==> src/rtl/bsr_pkg.sv <==
// Shared encodings and chain layout helpers for the boundary-scan register.
package bsr_pkg;

  typedef enum logic [1:0] {
    BSR_NORMAL = 2'b00,
    BSR_EXTEST = 2'b01,
    BSR_INTEST = 2'b10,
    BSR_CLAMP  = 2'b11
  } bsr_mode_e;

  // Chain is laid out LSB first: input cells, output cells, control cells.
  function automatic int bsr_in_off();
    return 0;
  endfunction

  function automatic int bsr_out_off(int in_w);
    return in_w;
  endfunction

  function automatic int bsr_oe_off(int in_w, int out_w);
    return in_w + out_w;
  endfunction

  function automatic int bsr_len(int in_w, int out_w, int oe_grp);
    return in_w + out_w + oe_grp;
  endfunction

endpackage

==> src/rtl/bsr_oe_expand.sv <==
// Replicates each output-enable control bit across its group of pads.
module bsr_oe_expand
  import bsr_pkg::*;
#(
  parameter int OUT_W  = 8,
  parameter int OE_GRP = 2
) (
  input  logic [OE_GRP-1:0] grp_oe,
  output logic [OUT_W-1:0]  pad_oe
);

  localparam int GW = OUT_W / OE_GRP;

  // One control cell fans out to a contiguous slice of GW pads.
  for (genvar g = 0; g < OE_GRP; g++) begin : g_grp
    assign pad_oe[g*GW +: GW] = {GW{grp_oe[g]}};
  end

endmodule

==> src/rtl/bsr_param_chain.sv <==
// Parametrised boundary-scan register for one pad ring: capture/shift/update
// chain plus the combinational core/pad muxing selected by the instruction mode.
module bsr_param_chain
  import bsr_pkg::*;
#(
  parameter int IN_W     = 4,
  parameter int OUT_W    = 8,
  parameter int OE_GRP   = 2,
  parameter bit SAFE_OUT = 1'b0,
  parameter bit SAFE_OE  = 1'b0,
  parameter int CNT_W    = 8
) (
  input  logic              clockDR,
  input  logic              reset_bar,
  input  logic [1:0]        mode,
  input  logic              capture_en,
  input  logic              shift_en,
  input  logic              update_en,
  input  logic              scan_in,
  output logic              scan_out,
  input  logic [IN_W-1:0]   pad_in,
  output logic [IN_W-1:0]   core_in,
  input  logic [OUT_W-1:0]  core_out,
  input  logic [OE_GRP-1:0] core_oe,
  output logic [OUT_W-1:0]  pad_out,
  output logic [OUT_W-1:0]  pad_oe,
  output logic [CNT_W-1:0]  shift_cnt,
  output logic              len_err,
  output logic              proto_err
);

  localparam int L       = bsr_len(IN_W, OUT_W, OE_GRP);
  localparam int IN_OFF  = bsr_in_off();
  localparam int OUT_OFF = bsr_out_off(IN_W);
  localparam int OE_OFF  = bsr_oe_off(IN_W, OUT_W);

  localparam logic [CNT_W-1:0] CNT_MAX = '1;
  localparam logic [CNT_W-1:0] CNT_LEN = CNT_W'(L);

  logic [L-1:0]      sr;
  logic [IN_W-1:0]   ur_in;
  logic [OUT_W-1:0]  ur_out;
  logic [OE_GRP-1:0] ur_oe;
  logic [OE_GRP-1:0] sel_oe;

  // Shift stage: shift wins over capture when both are requested.
  always_ff @(posedge clockDR or negedge reset_bar) begin
    if (!reset_bar)      sr <= '0;
    else if (shift_en)   sr <= {scan_in, sr[L-1:1]};
    else if (capture_en) sr <= {core_oe, core_out, pad_in};
  end

  // Bits shifted since the last capture; saturates instead of wrapping.
  always_ff @(posedge clockDR or negedge reset_bar) begin
    if (!reset_bar)                            shift_cnt <= '0;
    else if (shift_en && shift_cnt != CNT_MAX) shift_cnt <= shift_cnt + 1'b1;
    else if (!shift_en && capture_en)          shift_cnt <= '0;
  end

  // Update stage samples the pre-edge shift register, even while shifting.
  always_ff @(posedge clockDR or negedge reset_bar) begin
    if (!reset_bar) begin
      ur_in  <= '0;
      ur_out <= {OUT_W{SAFE_OUT}};
      ur_oe  <= {OE_GRP{SAFE_OE}};
    end else if (update_en) begin
      ur_in  <= sr[IN_OFF  +: IN_W];
      ur_out <= sr[OUT_OFF +: OUT_W];
      ur_oe  <= sr[OE_OFF  +: OE_GRP];
    end
  end

  // Sticky protocol flags, cleared only by reset.
  always_ff @(posedge clockDR or negedge reset_bar) begin
    if (!reset_bar) begin
      len_err   <= 1'b0;
      proto_err <= 1'b0;
    end else begin
      if (update_en && shift_cnt != CNT_LEN) len_err   <= 1'b1;
      if (capture_en && shift_en)            proto_err <= 1'b1;
    end
  end

  assign scan_out = sr[0];

  // Mode mux is purely combinational so a mode change hits the pads at once.
  always_comb begin
    core_in = pad_in;
    pad_out = ur_out;
    sel_oe  = ur_oe;
    case (mode)
      BSR_EXTEST: ;
      BSR_INTEST: core_in = ur_in;
      BSR_CLAMP:  ;
      default: begin
        pad_out = core_out;
        sel_oe  = core_oe;
      end
    endcase
  end

  bsr_oe_expand #(.OUT_W(OUT_W), .OE_GRP(OE_GRP)) u_oe_expand (
    .grp_oe (sel_oe),
    .pad_oe (pad_oe)
  );

endmodule

==> config.mk <==
export PLATFORM = sky130hd
export DESIGN_NAME = bsr_param_chain
export DESIGN_NICKNAME = d
export VERILOG_FILES = /design/src/rtl/bsr_pkg.sv /design/src/rtl/bsr_oe_expand.sv /design/src/rtl/bsr_param_chain.sv
export SDC_FILE = /design/constraint.sdc
export NUM_CORES = 1
export LEC_CHECK = 0
export BUFFER_PORTS_ARGS = -buffer_cell sky130_fd_sc_hd__buf_2
export CORE_UTILIZATION = 56
export CTS_BUF_LIST = sky130_fd_sc_hd__clkbuf_16
export DETAILED_ROUTE_END_ITERATION = 7
export PLACE_DENSITY = 0.85
export SYNTH_ARGS = -nofsm -noshare
export SYNTH_HDL_FRONTEND = slang
export SYNTH_SLANG_ARGS = --single-unit
==> constraint.sdc <==
create_clock -name clockDR -period 2.6 [get_ports clockDR]
set_input_delay 0 -clock clockDR [delete_from_list [all_inputs] [get_ports clockDR]]
set_output_delay 0 -clock clockDR [all_outputs]
set_load 0.05 [all_outputs]
---- After elaboration in Yosys (flattened, before gate mapping) ----
Index checks and enable logic that the tools add are counted.
cells by class
  equality and inequality tests ........... 5
  muxes and demuxes ....................... 7
  add/subtract/negate cells ............... 1
  reduce and logical (&&, ||, !) cells .... 8
operators by type and width
  operator                                             count
  2-to-1 mux 14 bit                                    2
  2-to-1 mux 8 bit                                     3
  adder 8 x 1 -> 8 bit, second input constant          1
  != test 8 x 4 -> 1 bit, second input constant        1
  != test 8 bit, second input constant                 1
  equality test 2 bit, second input constant           2
  logical AND 1 bit                                    4
  2-to-1 mux 4 bit                                     1
  nonzero test 2 bit                                   2
  OR reduction 3 bit                                   1
  equality test 2 x 1 -> 1 bit, second input constant  1
  2-to-1 mux 2 bit                                     1
  zero test 1 bit                                      1
storage, ports and cells
  register bits ........................... 38
  output and inout port bits .............. 31

---- Longest topological paths before layout ----
Gate-level depths: netlist of run 1.
  depth after elaboration ................. 4
  gate-level depth with buffers ........... 5
  depth with buffers taken out ............ 5

---- Modules after synthesis ----
Synthesis of run 1 repeated with hierarchy kept, for this count alone.
second synthesis, totals
  cell total of the unflattened synthesis .. 170
  area total of the unflattened synthesis .. 1,954.4 µm²
by module, submodules not included
  module           cells each  times used  area an instance (µm²)
  bsr_param_chain  162         1           1,894.3
  bsr_oe_expand    8           1           60.1

---- Worst setup path after synthesis of run 1 ----
Ideal clock, no wire load.
  path kind ............................... register to register
  start ................................... reg shift_cnt[1]
  end ..................................... reg shift_cnt[1]
  stages on the path, launching flop included .. 5
  arrival time ............................ 1.681 ns
  data required time ...................... 2.478 ns
  slack ................................... 0.798 ns
  cell sequence ........................... dfrtp_1 > ha_1 > nand3_2 > or3_1 > a32o_1
between the ends
  longest elaborated chain between the ends .. 3
RTL lines
  element                                                       RTL line               source
  from (decl)                                                   bsr_param_chain.sv:27  output logic [CNT_W-1:0] shift_cnt,
  from (signal assigned)                                        bsr_param_chain.sv:56  else if (shift_en && shift_cnt != CNT_MAX) shift_cnt <= shift_cnt + 1'b1;
  branches (longest 3 deep; another with adder 8 x 1 -> 8 bit)  -
Parallel ways; which one is timed is not known.
A chain may end at the register's enable or synchronous reset.

---- Worst setup path after layout of run 1 ----
Ends and elaborated chain as after synthesis.

==> run metrics, run 1 <==
WHS Endpoint=sr[0]$_DFFE_PN0P_; Crit path max-delay family=simple AND/OR/NAND/NOR gates; clk_lat worst skew=270 ps; Rel. slew slack=46.0%; I/O Buffers=52; DR vias=1469; hold path start=pad_in[0]; worst path cell trace=ha_1 > nand3_2 > or3_1 > a32o_1; Final #Nets=237; hold crit path type=input pin to register; Critical-path top delay cell=dfrtp_1; largest net degree at the start of global routing=40; post-synthesis sequential area ratio=49.0%; synth top area cells=dfrtp_1 49%, mux2_2 16%, mux2i_1 7.7%; top cells by count, synth=38 x dfrtp_1, 28 x mux2_2, 18 x o21ai_0, 16 x nand2_1, 15 x mux2i_1; worst flop-to-flop path startpoint=shift_cnt[1]$_DFFE_PN0P_; post-DP HPWL=2510 µm; chip height=60.9 µm; run status=finished clean; Initial Utilization=58.1%; antenna diode count=0; Sum Neg Setup Slack=0 ps; Yosys top cell area share=49.0%; core box area=0.00334 mm²; Crit Path Category=register to register; measured slew at the worst slew-check pin=809 ps; die area=0.00370 mm²; final WL=3830 µm; metal3 WL=179 µm; fin crit period=1550 ps; WP buf/inv=0; fraction of layout cells with a size suffix above 1=42.7%; P&R area growth vs syn=19.0%; met2 wire length=1920 µm; most common cell in the netlist=dfrtp_1; Final Hold Vio Count=0; worst-path fanout max=6; Tot GR Track Use=23.3%; global-route wire length before repair=6120 µm; post-synthesis async set-or-reset flop share=100%; switching pwr=0.653 mW; CTS buffer count=5; Clock Power Share=30.2%; Required @ worst endpoint=2760 ps; Int Power=1.18 mW; synthesized area per cell=11.5 µm²; final-report setup violation count=0; fmax=645 MHz; switch share=35.6%; number of enable flip-flop cells after synthesis=0; leakage=1.13 nW; Synth Instances=168; Top FF cell, synth=dfrtp_1; DRT antenna net count=0; syn nets=192; RSZ-0062 raised after global routing=no; Worst Clk Skew=1.05 ps; utilization after layout=69.2%; post-synthesis cell type count=33; Peak VDD IR=487 µV; htree depth=2; vias per cell=5.67; global placer's final weighted congestion=0.814; max-slew violation count=0; vias in the first global route=1352; Clock Sinks=38; initial antenna violation count=0; combinational share of power=29.2%; Max-Cap Viols=0; Setup crit start kind=register; IO Pins=53; CTS tree=built; drc violations=0; worst reg2reg setup slack=1050 ps; row cnt=21; Worst-path clk slew=50 ps; top cell type by total area after synthesis=dfrtp_1; synthesis-stage register bit count=38; Power Dens Cells=794 mW/mm²; DR iter-0 viols=47; fin crit share=59.6%; metal1 wirelength=1690 µm; Synth Cell Area=0.00194 mm²; synth warn=0; root buf cell=clkbuf_16; highest routed layer=met4; worst r2r path cells=4; hold path cells=3; WP data arrival=1710 ps; sequential fraction of design power=40.6%; CTS max path bufs=2; routed len/inst=14.8 µm; DR pass1 iterations=4; CP Capture Type=register; reg2reg end=shift_cnt[1]$_DFFE_PN0P_; slowest stage delay, CP=410 ps; total grt overflow=0; DIE WIDTH=60.9 µm
==> worst reg2reg max path, stage by stage, from the launching register on <==
cell and delay (ps):
dfrtp_1 410, ha_1 270, nand3_2 140, or3_1 370, a32o_1 250
==> power groups by stage <==
| stage | sequential, mW | clock, mW | combinational, mW |
|---|---|---|---|
| floorplan | 0.810 | 0 | 0.371 |
| global placement | 0.749 | 0 | 0.525 |
| detailed placement | 0.754 | 0 | 0.533 |
| CTS | 0.745 | 0.561 | 0.540 |
| global route | 0.759 | 0.593 | 0.575 |
| finish | 0.745 | 0.553 | 0.535 |
==> sequential cells by signal, summed over array words and instances, names as in the netlist <==
register and flops:
proto_err 1, len_err 1, ur_in 4, ur_out 8, sr 14, ur_oe 2
shift_cnt 8
==> layer usage <==
metal | GRT usage [%] | up-vias
met3 | 7.25 | 5
met1 | 29.2 | 726
met2 | 38.9 | 46
met5 | 0 | -
li1 | - | 692
met4 | 6.49 | 0
==> area by class of cell <==
type                       instances  area (µm²)
clock buffer                       5         125
sequential                        38         951
clock inverter                     2        7.51
inverter                           1        3.75
multi-input combinational        113         883
timing repair buffer              54         280
fill                             273        1030
tap                               46        57.6
==> cells by family (layout without fill, tap and decap cells) <==
family / count (synthesis) / after routing / share of synthesized area (%)
AO/OA/AOI/OAI: 32 / 32 / 9.55
adder cells (fa/ha/maj): 2 / 2 / 1.29
buffers and inverters: 17 / 62 / 5.42
flip-flops: 38 / 38 / 49.0
multiplexers: 43 / 43 / 24.0
AND/OR/NAND/NOR: 36 / 36 / 10.7
==> worst max-delay path by stage <==
stage               slack (ps)  depth (start not counted)                  endpoint                     start
floorplan                  800                          4  shift_cnt[1]$_DFFE_PN0P_  shift_cnt[1]$_DFFE_PN0P_
global placement          1120                          4  shift_cnt[1]$_DFFE_PN0P_  shift_cnt[1]$_DFFE_PN0P_
detailed placement        1060                          4  shift_cnt[1]$_DFFE_PN0P_  shift_cnt[1]$_DFFE_PN0P_
CTS                       1050                          4  shift_cnt[1]$_DFFE_PN0P_  shift_cnt[1]$_DFFE_PN0P_
global route               970                          4  shift_cnt[1]$_DFFE_PN0P_  shift_cnt[1]$_DFFE_PN0P_
finish                    1050                          4  shift_cnt[1]$_DFFE_PN0P_  shift_cnt[1]$_DFFE_PN0P_
==> cell usage in the layout, fill, tap and decap left out, drive strengths merged <==
cell type / synthesis / layout
buf: 12 / 52
dfrtp: 38 / 38
mux2: 28 / 28
o21ai: 18 / 18
nand2: 16 / 16
mux2i: 15 / 15
a21oi: 5 / 5
clkbuf: 4 / 5
and4: 4 / 4
inv: 1 / 3
a31oi: 3 / 3
nand3: 3 / 3
nor2b: 2 / 2
a311oi: 2 / 2
nand2b: 2 / 2
ha: 2 / 2
dlygate4sd3: 0 / 2
nor2: 2 / 2
and2: 1 / 1
or4: 1 / 1
a21o: 1 / 1
and4b: 1 / 1
a211oi: 1 / 1
nand4: 1 / 1
o2111ai: 1 / 1
and3: 1 / 1
nor3: 1 / 1
or3: 1 / 1
a32o: 1 / 1
==> repair_timing <==
action / in CTS / in global routing
resized for setup: 0 / 0
hold endpoints to repair: 39 / 0
setup buffers: 0 / 0
hold buffers: 2 / 0
==> stage by stage <==
| step | hold slack, ps | instances | power (mW) | instance area, µm² | setup slack [ps] |
|---|---|---|---|---|---|
| after floorplan | -296 | 168 | 1.18 | 1940 | 798 |
| after global placement | 146 | 250 | 1.27 | 2160 | 1120 |
| after detailed placement | 136 | 250 | 1.29 | 2160 | 1060 |
| after CTS | 34.9 | 259 | 1.85 | 2310 | 1050 |
| after global routing | 58.7 | 259 | 1.93 | 2310 | 974 |
| final | 42.4 | 259 | 1.83 | 2310 | 1050 |
Note: power is estimated with default switching activity, not from simulation.
==> run 2, diff against run 1 <==
Settings changed: ABC_AREA set to 1, CORE_UTILIZATION 56 to 47, PLACE_DENSITY 0.85 to 0.76.
Clock period 2.6 ns to 1.4 ns, I/O delays scaled along.
==> run metrics, run 2 <==
most common cell in the netlist=nand2_1; chip height=66.5 µm; Post-CTS Setup Bufs=0; final-report setup violation count=0; final WL=4410 µm; fin crit period=1260 ps; synthesis-stage register bit count=38; fraction of layout cells with a size suffix above 1=23.1%; commonest non-fill, non-tap cell in the layout=nand2_1; switch share=33.0%; Rel. slew slack=68.3%; largest net degree at the start of global routing=39; DIE WIDTH=66.5 µm; Largest regs=sr x14, shift_cnt x8, ur_out x8; CTS buffer count=5; antenna diode count=0; Synth Instances=256; vias per cell=4.84; WP data arrival=1440 ps; vias in the first global route=1550; drc violations=2; switching pwr=1.23 mW; Clock Power Share=39.0%; I/O Buffers=52; core box area=0.00400 mm²; DR pass1 iterations=6; Final Cell Area=0.00255 mm²; synth top area cells=dfrtp_1 49%, nand2_1 19%, o21ai_0 8.2%; CTS tree=built; max-slew violation count=0; Final Hold Vio Count=0; Largest Register=sr; worst r2r path cells=8; synthesized area per cell=7.64 µm²; total grt overflow=0; Crit path max-delay family=simple AND/OR/NAND/NOR gates; number of enable flip-flop cells after synthesis=0; initial antenna violation count=0; DR vias=1791; post-synthesis async set-or-reset flop share=100%; post-DP HPWL=2930 µm; global placer's final weighted congestion=0.843; DRT antenna net count=0; leakage=1.34 nW; row cnt=23; fmax=793 MHz; register area=953 µm²; Pwr Total=3.74 mW; Min Hold Slack=24.8 ps; syn nets=280; Tot GR Track Use=22.0%; top cells by count, synth=99 x nand2_1, 38 x dfrtp_1, 32 x o21ai_0, 27 x nand3_1, 25 x inv_1; max reg flops=14; worst path cell trace=ha_1 > nand2_2 > nor2_2 > nand2_2 > nand2_4 > inv_4 > nand2_1 > nand2_1; fin crit share=90.1%; Layout fillers=367; worst-path fanout max=9; hold path cells=2; utilization after layout=63.8%; Synth Cell Area=0.00196 mm²; run status=finished, violations left; measured slew at the worst slew-check pin=476 ps; DR iter-0 viols=131; hold crit path type=input pin to register; die area=0.00442 mm²; Worst-path clk slew=60 ps; RSZ-0062 raised after global routing=no; failing checks=design-rule violations; post-synthesis sequential area ratio=48.6%; Final #Nets=343; P&R area growth vs syn=30.6%; multi-input logic area=798 µm²; IO Pins=53; WP buf/inv=1; root buf cell=clkbuf_16; Int Power=2.50 mW; Power Dens Cells=1460 mW/mm²; most frequent cells in the layout=99 x nand2_1, 52 x buf_2, 36 x dfrtp_1, 27 x nand3_1, 26 x o21ai_0; routed len/inst=11.9 µm; hold bufs inserted after CTS=16; Required @ worst endpoint=1580 ps; number of gates resized after CTS=0; CP Capture Type=register; top cell type by total area after synthesis=dfrtp_1; Critical-path top delay cell=dfrtp_2; Top FF cell, synth=dfrtp_1; global-route wire length before repair=7040 µm; CTS max path bufs=2; Yosys top cell area share=48.6%; Max-Cap Viols=0; CP Depth=8; sequential fraction of design power=36.1%; Worst Clk Skew=7.38 ps; synth warn=0; Setup crit start kind=register; Peak VDD IR=774 µV; Clock Sinks=38; htree depth=2; slowest stage delay, CP=400 ps; clk_lat worst skew=290 ps; post-synthesis cell type count=21; Initial Utilization=48.9%; Placed Area=0.00220 mm²; combinational share of power=24.8%; Crit Path Category=register to register
run 2: kinds of logic (layout without fill, tap and decap cells):
group	after synthesis	count (layout)	share of synthesized area [%]
adder cells (fa/ha/maj)	2	2	1.28
AO/OA/AOI/OAI	34	34	8.83
AND/OR/NAND/NOR	138	138	30.3
XOR/XNOR	1	1	0.448
buffers and inverters	43	107	10.6
flip-flops	38	38	48.6
run 2: worst reg2reg max path, stage by stage, from the launching register on:
cell	delay (ps)
dfrtp_2	400
ha_1	190
nand2_2	80
nor2_2	120
nand2_2	80
nand2_4	120
inv_4	60
nand2_1	60
nand2_1	50
run 2: per-stage QoR:
| stage | TNS [ps] | cells | setup slack (ps) |
|---|---|---|---|
| after global routing | 0 | 370 | 23.4 |
| after global placement | 0 | 346 | 185 |
| final | 0 | 370 | 139 |
| after CTS | 0 | 370 | 132 |
| after floorplan | -885 | 256 | -98.3 |
| after detailed placement | 0 | 346 | 143 |
run 2: worst paths after layout:
kind	startpoint	to	slack, ps
max reg2reg	shift_cnt[1]$_DFFE_PN0P_	shift_cnt[5]$_DFFE_PN0P_	140
max	shift_cnt[1]$_DFFE_PN0P_	shift_cnt[5]$_DFFE_PN0P_	140
min in group asynchronous	reset_bar	ur_oe[0]$_DFFE_PN0P_	290
max in group asynchronous	reset_bar	shift_cnt[0]$_DFFE_PN0P_	750
min	capture_en	proto_err$_DFFE_PN0P_	20
min reg2reg	proto_err$_DFFE_PN0P_	proto_err$_DFFE_PN0P_	450
run 2: power groups by stage:
stage	sequential [mW]	clock, mW	combinational [mW]
5_1_grt	1.37	1.53	1.02
4_1_cts	1.35	1.47	0.936
2_1_floorplan	1.48	0	0.572
3_5_place_dp	1.37	0	0.897
3_3_place_gp	1.36	0	0.887
6_report	1.35	1.46	0.929
run 2: layout make-up:
cell class / count / share of cell area, %
sequential: 38 / 37.3
multi-input combinational: 175 / 31.3
timing repair buffer: 71 / 17.3
clock buffer: 5 / 4.90
inverter: 28 / 4.21
clock inverter: 3 / 2.50
tap: 50 / 2.45
run 2: per-layer routing:
layer / part of all wire (%) / track usage (%) / vias up
li1: - / - / 923
met1: 46 / 29.6 / 816
met2: 47 / 33.5 / 45
met3: 5.1 / 5.82 / 7
met4: 1.6 / 8.78 / 0
met5: 0 / 0 / -
==> run 3, diff against run 2 <==
Settings changed: ABC_AREA 1 to not set.
==> run metrics, run 3 (synthesis gave the netlist of run 1 again) <==
initial antenna violation count=0; Worst-path clk slew=50 ps; most frequent cells in the layout=52 x buf_2, 30 x dfrtp_1, 28 x mux2_2, 17 x o21ai_0, 16 x nand2_1; drc violations=0; global-route wire length before repair=6580 µm; fin crit period=1330 ps; fin crit share=94.8%; DR iter-0 viols=83; P&R area growth vs syn=22.8%; Initial Utilization=51.1%; CP Capture Type=register; hold crit path type=input pin to register; Sum Neg Setup Slack=0 ps; Min Hold Slack=25.1 ps; RSZ-0062 raised after global routing=no; DIE WIDTH=66.2 µm; row cnt=22; WP data arrival=1480 ps; WP buf/inv=0; die area=0.00439 mm²; max reg flops=14; Final Cell Area=0.00238 mm²; Setup crit start kind=register; fmax=753 MHz; DRT antenna net count=0; antenna diode count=0; measured slew at the worst slew-check pin=480 ps; Largest regs=sr x14, shift_cnt x8, ur_out x8; Rel. slew slack=68.0%; Crit path max-delay family=simple AND/OR/NAND/NOR gates; post-DP HPWL=2770 µm; final-report setup violation count=0; Pwr Total=3.47 mW; I/O Buffers=52; Max-Cap Viols=0; leakage=1.15 nW; CTS tree=built; DR pass1 iterations=4; total grt overflow=0; CTS buffer count=5; Power Dens Cells=1450 mW/mm²; Largest Register=sr; worst path cell trace=ha_4 > nand3_4 > or3_1 > a32o_1; Critical-path top delay cell=dfrtp_2; Placed Area=0.00221 mm²; Clock Sinks=38; Final #Nets=242; Required @ worst endpoint=1560 ps; max-slew violation count=0; worst-path fanout max=5; Tot GR Track Use=19.9%; Layout fillers=337; CTS max path bufs=2; htree depth=2; core box area=0.00380 mm²; vias in the first global route=1430; DR vias=1468; largest net degree at the start of global routing=39; commonest non-fill, non-tap cell in the layout=buf_2; vias per cell=5.50; slowest stage delay, CP=400 ps; Worst Clk Skew=4.18 ps; chip height=66.2 µm; Peak VDD IR=760 µV; Crit Path Category=register to register; utilization after layout=62.7%; global placer's final weighted congestion=0.810; IO Pins=53; run status=finished clean; fraction of layout cells with a size suffix above 1=47.9%; final WL=3870 µm; Final Hold Vio Count=0; clk_lat worst skew=270 ps; root buf cell=clkbuf_16; routed len/inst=14.5 µm
## run 3: changes by cell type in the layout (fill, tap and decap cells not counted), sizes merged, moves of 5 or more
| cell | previous run | this run |
|---|---|---|
| nand2 | 103 | 16 |
| nand3 | 27 | 3 |
| o21ai | 32 | 18 |
| mux2i | 0 | 15 |
| inv | 28 | 4 |
| mux2 | 0 | 28 |
| nor2 | 7 | 2 |
| dlygate4sd3 | 16 | 2 |
## run 3: path summary, 6_finish.rpt
| check | start | end | slack, ps | cells past startpoint |
|---|---|---|---|---|
| setup reg to reg | shift_cnt[1]$_DFFE_PN0P_ | shift_cnt[1]$_DFFE_PN0P_ | 70 | 4 |
| setup / recovery | shift_cnt[1]$_DFFE_PN0P_ | shift_cnt[1]$_DFFE_PN0P_ | 70 | 4 |
| hold / removal | capture_en | proto_err$_DFFE_PN0P_ | 30 | 2 |
| hold reg to reg | proto_err$_DFFE_PN0P_ | proto_err$_DFFE_PN0P_ | 450 | 1 |
| max in group asynchronous | reset_bar | shift_cnt[6]$_DFFE_PN0P_ | 730 | 3 |
| min in group asynchronous | reset_bar | shift_cnt[1]$_DFFE_PN0P_ | 310 | 3 |
## run 3: area by class of cell
cell class | instances | area, µm² | area share (%)
tap | 48 | 60.1 | 2.52
timing repair buffer | 59 | 318 | 13.3
clock buffer | 5 | 125 | 5.25
inverter | 1 | 3.75 | 0.158
sequential | 38 | 961 | 40.3
clock inverter | 3 | 11.3 | 0.473
multi-input combinational | 113 | 903 | 37.9
## run 3: per-stage QoR
stage | instances | setup WS (ps)
2_1_floorplan | 168 | -85.9
3_3_place_gp | 256 | 70.8
3_5_place_dp | 256 | 35.6
4_1_cts | 266 | 25.0
5_1_grt | 267 | 27.8
6_report | 267 | 72.6
## run 3: power by group
group / internal (mW) / switching [mW] / leakage, nW / total, mW
Combinational: 0.334 / 0.706 / 0.609 / 1.04
Sequential: 1.26 / 0.144 / 0.460 / 1.41
Clock: 0.639 / 0.380 / 0.0776 / 1.02
Total: 2.24 / 1.23 / 1.15 / 3.47
## run 3: timing repair
item | in CTS | in global routing
endpoints found under the setup margin | 0 | 1
hold buffers | 2 | 0
gates resized for setup | 0 | 1
endpoints found under the hold margin | 39 | 0
setup buffers | 0 | 1
## run 3: routing by layer
layer	wire length, µm	global-route usage (%)	vias to the layer above
met5	0	0	-
met2	1850	32.5	42
met3	182	4.66	2
met1	1820	26.2	715
met4	23	5.59	0
li1	-	-	709
